[config.mk]
export PLATFORM = sky130hd
export DESIGN_NAME = pc_ctrl
export DESIGN_NICKNAME = d
export VERILOG_FILES = /design/src/rtl/pc_ctrl_pkg.sv /design/src/rtl/pc_ctrl_br_decide.sv /design/src/rtl/pc_ctrl.sv
export SDC_FILE = /design/constraint.sdc
export NUM_CORES = 1
export LEC_CHECK = 0
export CAP_MARGIN = 20
export CORE_UTILIZATION = 25
export DETAILED_ROUTE_END_ITERATION = 8
export PLACE_DENSITY = 0.59
export SYNTH_ARGS = -nofsm -noshare
export SYNTH_HDL_FRONTEND = slang
export SYNTH_SLANG_ARGS = --single-unit
[constraint.sdc]
create_clock -name clk -period 3.1 [get_ports clk]
set_input_delay 0.62 -clock clk [delete_from_list [all_inputs] [get_ports clk]]
set_output_delay 0.62 -clock clk [all_outputs]
set_load 0.02 [all_outputs]
[src/rtl/pc_ctrl_pkg.sv]
// pc_ctrl_pkg: FSM state encoding, funct3 branch encodings and default reset PC
// shared by pc_ctrl and br_decide.
package pc_ctrl_pkg;
   typedef enum logic [1:0] {IDLE, FETCH, EXEC, TRAP} state_t;
   localparam logic [2:0] F_BEQ  = 3'b000;
   localparam logic [2:0] F_BNE  = 3'b001;
   localparam logic [2:0] F_BLT  = 3'b100;
   localparam logic [2:0] F_BGE  = 3'b101;
   localparam logic [2:0] F_BLTU = 3'b110;
   localparam logic [2:0] F_BGEU = 3'b111;
   localparam logic [31:0] DEFAULT_RESET_PC = 32'h0000_0000;
endpackage

[src/rtl/pc_ctrl_br_decide.sv]
// br_decide: combinational branch-taken decision from funct3 and comparator flags;
// unsigned and signed variants share BrLT, reserved encodings are never taken.
module br_decide
   import pc_ctrl_pkg::*;
(
   input  logic [2:0] funct,
   input  logic       BrEq,
   input  logic       BrLT,
   output logic       taken
);
   assign taken = funct == F_BEQ ? BrEq :
                  funct == F_BNE ? ~BrEq :
                  (funct == F_BLT || funct == F_BLTU) ? BrLT :
                  (funct == F_BGE || funct == F_BGEU) ? ~BrLT : 1'b0;
endmodule

[src/rtl/pc_ctrl.sv]
// pc_ctrl: IDLE/FETCH/EXEC/TRAP program-counter sequencer with branch/jump redirect
// and sticky misaligned-target trap; define PC_CTRL_STATS_EN for branch statistics counters.
module pc_ctrl
   import pc_ctrl_pkg::*;
#(
   parameter logic [31:0] RESET_PC = DEFAULT_RESET_PC
) (
   input  logic        clk,
   input  logic        rst,
   input  logic [2:0]  funct,
   input  logic        is_branch,
   input  logic        is_jal,
   input  logic        is_jalr,
   input  logic        BrEq,
   input  logic        BrLT,
   input  logic [31:0] imm,
   input  logic [31:0] rs1,
   input  logic        stall,
   input  logic        imem_ready,
   output logic        imem_req,
   output logic [31:0] pc,
   output logic [31:0] pc_plus4,
   output logic        PCSel,
   output logic        misalign,
   output logic [31:0] br_cnt,
   output logic [31:0] taken_cnt
);
   state_t state, nextState;
   logic [31:0] nextPc, target, jalrSum;
   logic taken, retire;
   br_decide uBrDecide (.funct(funct), .BrEq(BrEq), .BrLT(BrLT), .taken(taken));
   assign jalrSum  = rs1 + imm;
   assign target   = is_jalr ? {jalrSum[31:1], 1'b0} : pc + imm;
   assign pc_plus4 = pc + 32'd4;
   assign PCSel    = state == EXEC && (is_jalr || is_jal || (is_branch && taken));
   assign imem_req = state == FETCH;
   assign misalign = state == TRAP;
   assign retire   = state == EXEC && !stall;
   always_comb begin
      nextState = state;
      nextPc    = pc;
      case (state)
         IDLE:  nextState = FETCH;
         FETCH: nextState = imem_ready ? EXEC : FETCH;
         EXEC: begin
            if (!stall) begin
               nextState = (PCSel && target[1:0] != 2'b00) ? TRAP : FETCH;
               nextPc    = (PCSel && target[1:0] != 2'b00) ? pc : (PCSel ? target : pc_plus4);
            end
         end
         default: nextState = TRAP;
      endcase
   end
   always_ff @(posedge clk) begin
      if (rst) begin
         state <= IDLE;
         pc    <= RESET_PC;
      end else begin
         state <= nextState;
         pc    <= nextPc;
      end
   end
`ifdef PC_CTRL_STATS_EN
   logic [31:0] brCnt, takenCnt;
   logic isBr;
   // a jump flag outranks is_branch, so only pure branches are counted
   assign isBr = is_branch && !is_jal && !is_jalr;
   always_ff @(posedge clk) begin
      if (rst) begin
         brCnt    <= '0;
         takenCnt <= '0;
      end else if (retire && isBr) begin
         brCnt    <= brCnt + 32'd1;
         takenCnt <= taken ? takenCnt + 32'd1 : takenCnt;
      end
   end
   assign br_cnt    = brCnt;
   assign taken_cnt = takenCnt;
`else
   assign br_cnt    = '0;
   assign taken_cnt = '0;
`endif
endmodule

# Yosys cells after proc, flatten, opt, wreduce, memory -nomap -nowiden
# Cells that the tools add are included.
totals:
  reg_bits: 34
  out_inout_bits: 131
  elab_cells: 39
classes:
  addsub: 3
  eq_ne: 9
  n_mux: 10
  n_bitwise: 4
  n_reduce_logical: 11
op_table:
  columns: ["op", "n"]
  rows:
  - ["$add 32x32->32", 2]
  - ["$mux 32", 2]
  - ["$add 32x3->32 const B", 1]
  - ["$eq 3x3->1 const B", 4]
  - ["$mux 2", 3]
  - ["$pmux 2 s3", 1]
  - ["$eq 2x2->1 const B", 2]
  - ["$logic_or 1x1->1", 4]
  - ["$mux 1", 4]
  - ["$not 1->1", 4]
  - ["$eq 3x1->1 const B", 1]
  - ["$logic_and 1x1->1", 3]
  - ["$logic_not 3->1", 1]
  - ["$reduce_and 3->1", 1]
  - ["$eq 2x1->1 const B", 1]
  - ["$logic_not 2->1", 1]
  - ["$ne 2x2->1 const B", 1]
  - ["$reduce_bool 2->1", 1]

# Longest topological paths before layout
logic_depth:
  word_depth: 13
  depth_mapped: 12

# By module
# From an unflattened synthesis, not the netlist that was laid out.
hier_totals:
  cells_unflattened: 854
  area_unflattened_um2: 6139.6
by_module_without_submodules:
  columns: ["mod", "n_inst", "cells_per_inst", "area_each_um2"]
  rows:
  - ["pc_ctrl", 1, 850, 6109.6]
  - ["br_decide", 1, 4, 30.0]

# Least setup slack after synthesis
# No wires, ideal clock.
synth_timing:
  path_type: "in2reg"
  start: "in imm[1]"
  end: "reg pc[30]"
  setup_time_ps: 122
  arrival_time_ps: 2918
  required_time_ps: 2978
  setup_slack_ps: 60
  cell_stages: 11
  path_cell_list: "inv_1 > fa_1 > nand2b_1 > a21oi_2 > o41ai_2 > o21ba_2 > o21ba_2 > o41a_1 > mux2i_1 > nor2_1 > a311o_1"
synth_via:
  elab_chain_len: 6
  elab_cells_between_ends: 8
synth_lines:
  columns: ["element", "line", "rtl"]
  rows:
  - ["start: declaration", "pc_ctrl.sv:16", "input logic [31:0] imm,"]
  - ["$add 32x32->32, on equally long branches", "pc_ctrl.sv:33, pc_ctrl.sv:32", null]
  - ["$mux 32 (*)", "pc_ctrl.sv:33", "assign target = is_jalr ? {jalrSum[31:1], 1'b0} : pc + imm;"]
  - ["$reduce_bool 2->1", "pc_ctrl.sv:48", "nextPc = (PCSel && target[1:0] != 2'b00) ? pc : (PCSel ? target : pc_plus4);"]
  - ["$logic_and 1x1->1", "pc_ctrl.sv:48", null]
  - ["$not 1->1 (no source line)", null, null]
  - ["$reduce_and 3->1 (no source line)", null, null]
  - ["end signal: assignment", "pc_ctrl.sv:60", "pc <= nextPc;"]
  - ["end: declaration", "pc_ctrl.sv:21", "output logic [31:0] pc,"]
# Every way passes the cells marked *; elsewhere a longest branch is shown, timed or not.
# A chain may end at the register's enable or synchronous reset.

# Final worst setup path
layout_timing:
  start: "in rs1[11]"
  end: "reg pc[25]"
layout_via:
  elab_chain_len: 3
layout_lines:
  columns: ["element", "line", "rtl"]
  rows:
  - ["start: declaration", "pc_ctrl.sv:17", "input logic [31:0] rs1,"]
  - ["$add 32x32->32", "pc_ctrl.sv:32", "assign jalrSum = rs1 + imm;"]
  - ["$mux 32", "pc_ctrl.sv:33", null]
  - ["$mux 32", "pc_ctrl.sv:48", null]
# Every way passes these cells.

==> impl_metrics.toml <==
[status]
outcome = "completed"

[global_routing]
grt_antenna_before_repair = 0
overflow = 0
first_global_vias = 6878
pin_count_of_the_biggest_net_entering_global_routing = 40
grt_pass1_wl_mm = 36.85
grtUsageTotal = 0.1911

[floorplan]
starting_density = 0.2563
total_die_area_sq_um = 24830
core-area_sq_um = 23610
std_cell_rows = 56
dieHeight_um = 157.6
die_width_um = 157.6
io_pins = 207

[cts]
clock_tree.htree_level_count = 2
cts_root_buffer = "clkbuf_16"
tritoncts = "done"
cts.clk_slew.worst_paths_ps = 60
cts_num_sinks = 34
clock_latency_ps = 290
cts_inserted_buffers = 5
cts-hold-fix-buffers = 0
clk_path_buf_depth = 2

[layout]
n_fill_cell = 2413
multi_input_comb_area_sq_um = 5474
area_delta_synth_final_pct = 60.37
final_common_cell = "buf_4"
nets = 1273
drive_gt1_frac = 0.2619
final_area_sq_um = 9706
instances_no_fill = 1453
seqCellArea_sq_um = 680.7
layout.cells.most_common_list = "buf_4 (192), clkdlybuf4s50_1 (96), a21oi_1 (66), conb_1 (64), nor2_1 (61)"
insertedDiodeCount = 0

[power_and_ir_drop]
power_density_nw_per_um2 = 215.7
leakagePower_uw = 0.004686
vdd_ir_drop_max_uv = 172.8

[worst_hold_path]
startpoint_of_the_worst_hold_path = "state[0]"
hp-class = "flip-flop to flip-flop"
destination_of_the_worst_hold_path = "state[0]"
min_path_cells = 2

[synthesis]
postSynth.asyncResetShare = 0
synth_edf_count = 0
synthesis.area_per_instance_sq_um = 7.372
synth-seq-cells = 34
yosys.area.top_type_share = 0.1282
synthesis.yosys.warnings = 0
synth.cell_area_sq_um = 6052
seq_area_frac_synth = 0.1125
netlist.top_cell.by_area = "ha_1"
syn_inst = 821
yosys.cell_types.count = 74
synth-main-ff-cell = "dfxtp_1"
synth_top_cells_by_area = "ha_1 (13%), dfxtp_1 (11%), buf_4 (8.2%)"

[setup_path]
criticalPathCategory = "input pin to flip-flop"
timing.reg2reg.setup_slack_ps = 300
timing.critical_path.from = "rs1[11]"
worst_r2r_startpoint = "pc[14]"
worst_r2r_endpoint = "pc[30]"
crit_slowest_cell = "clkdlybuf4s50_1"
crit_path_max_fanout = 4
worstPathRequired_ps = 3290
reg2regPathDepth = 12
endpoint_kind = "flip-flop"
critPathLaunchType = "input pin"
timing.critical_path.arrival_ps = 3260
path_cells = "clkdlybuf4s50_1 -> ha_1 -> buf_4 -> or3_4 -> o211ai_1 -> a31oi_4 -> o21ai_2 -> buf_6 -> mux2i_4 -> nor2_1 -> o41ai_2"
crit_path_max_incr_delay_ps = 400

[routing]
via_count = 7190
via_cell_ratio = 4.948
initialDrtViolationCount = 351
drt_pass1_iterations = 5
drt_drc_violations_left = 0
postRouteAntennaNets = 0
wirelength_mm = 24.05
routedWlPerCell_um = 16.55

[place]
area_post_placement_sq_um = 8901
dp.final_hpwl_mm = 19.67
post-place-cells = 1437
port_buffers = 142
finalWeightedCongestion = 0.9067
dp_worst_setup_slack_ps = -632.7

[sta]
skew_ps = 5.955
max-slew-margin-rel = 0.5554
fmax_ghz = 0.3261
tightest_slew_ps = 660.8
finalHoldViolCount = 0
timing.hold.ws_ps = 548.6
final.period_utilization = 0.9893
rsz0062_at_grt = "true"
crit_path_setup_slack_layout_ps = 33.04
setup-violations-final = 0
slew_violations = 0
layout_min_cycle_time_ps = 3067
tns_ps = 0

[flow_run]
drv.max_cap_violation_count = 0
-- synthesized netlist by cell type, types with 23 or more instances --
cell / n
clkbuf_1: 23
dfxtp_1: 34
nand2_1: 55
and3_1: 25
nor2_1: 62
o21ai_0: 50
xor2_1: 42
a21o_1: 34
ha_1: 62
xnor2_1: 41
a21oi_1: 78
buf_4: 66
-- how the worst max path moves through the flow --
stage               endpoint
global placement      pc[28]
global route          pc[28]
finish                pc[25]
floorplan             pc[30]
detailed placement    pc[28]
CTS                   pc[25]
-- through the flow --
stage               power, uW    util
finish                   2094  0.4110
floorplan                1075       -
global route             2209  0.4110
global placement         1435  0.3770
CTS                      2045  0.3952
detailed placement       1436  0.3770
-- layer usage --
layer / wire length [um] / GRT usage / up-vias
met5: 0 / 0 / -
met4: 475 / 0.05132 / 0
met3: 1287 / 0.01834 / 23
met2: 11250 / 0.3274 / 243
met1: 11040 / 0.2539 / 3383
li1: - / - / 3541
-- critical path, delay by kind of cell --
family | cells | cell delay [ps]
adder cells (fa/ha/maj) | 1 | 290
AO/OA/AOI/OAI | 4 | 950
multiplexers | 1 | 240
AND/OR/NAND/NOR | 2 | 440
buffers and inverters | 3 | 710
-- flip-flops by register name, summed over array words and instances, names as in the netlist --
name and flops:
pc 32, state 2
-- report_power, final --
part	total (uW)	switching (uW)	internal [uW]	leakage (uW)
Combinational	1080	571	505	0.00433
Clock	567	203	364	0.0000832
Sequential	451	7.46	443	0.000274
Total	2090	782	1310	0.00469
-- final cells by class --
cell class,instances,area share
Clock buffer,8,0.01715
Sequential cell,34,0.07013
Multi-Input combinational cell,736,0.5640
Timing Repair Buffer,337,0.3002
Inverter,19,0.007348
Tap cell,319,0.04112
-- cells by family (layout without fill, tap and decap cells) --
family	Yosys count	after routing	share of synthesized area
multiplexers	6	6	0.009924
other	1	64	0.0006196
AO/OA/AOI/OAI	274	274	0.3089
flip-flops	34	34	0.1125
buffers and inverters	114	364	0.1129
adder cells (fa/ha/maj)	64	64	0.1348
XOR/XNOR	83	83	0.1201
AND/OR/NAND/NOR	245	245	0.2003
-- repair_timing --
action                     CTS  global route
setup endpoints to repair   36            30
pin swaps                   31            32
buffers inserted             6             2
resized for setup           68            80
No activity file was read; power rests on OpenSTA's default activity.
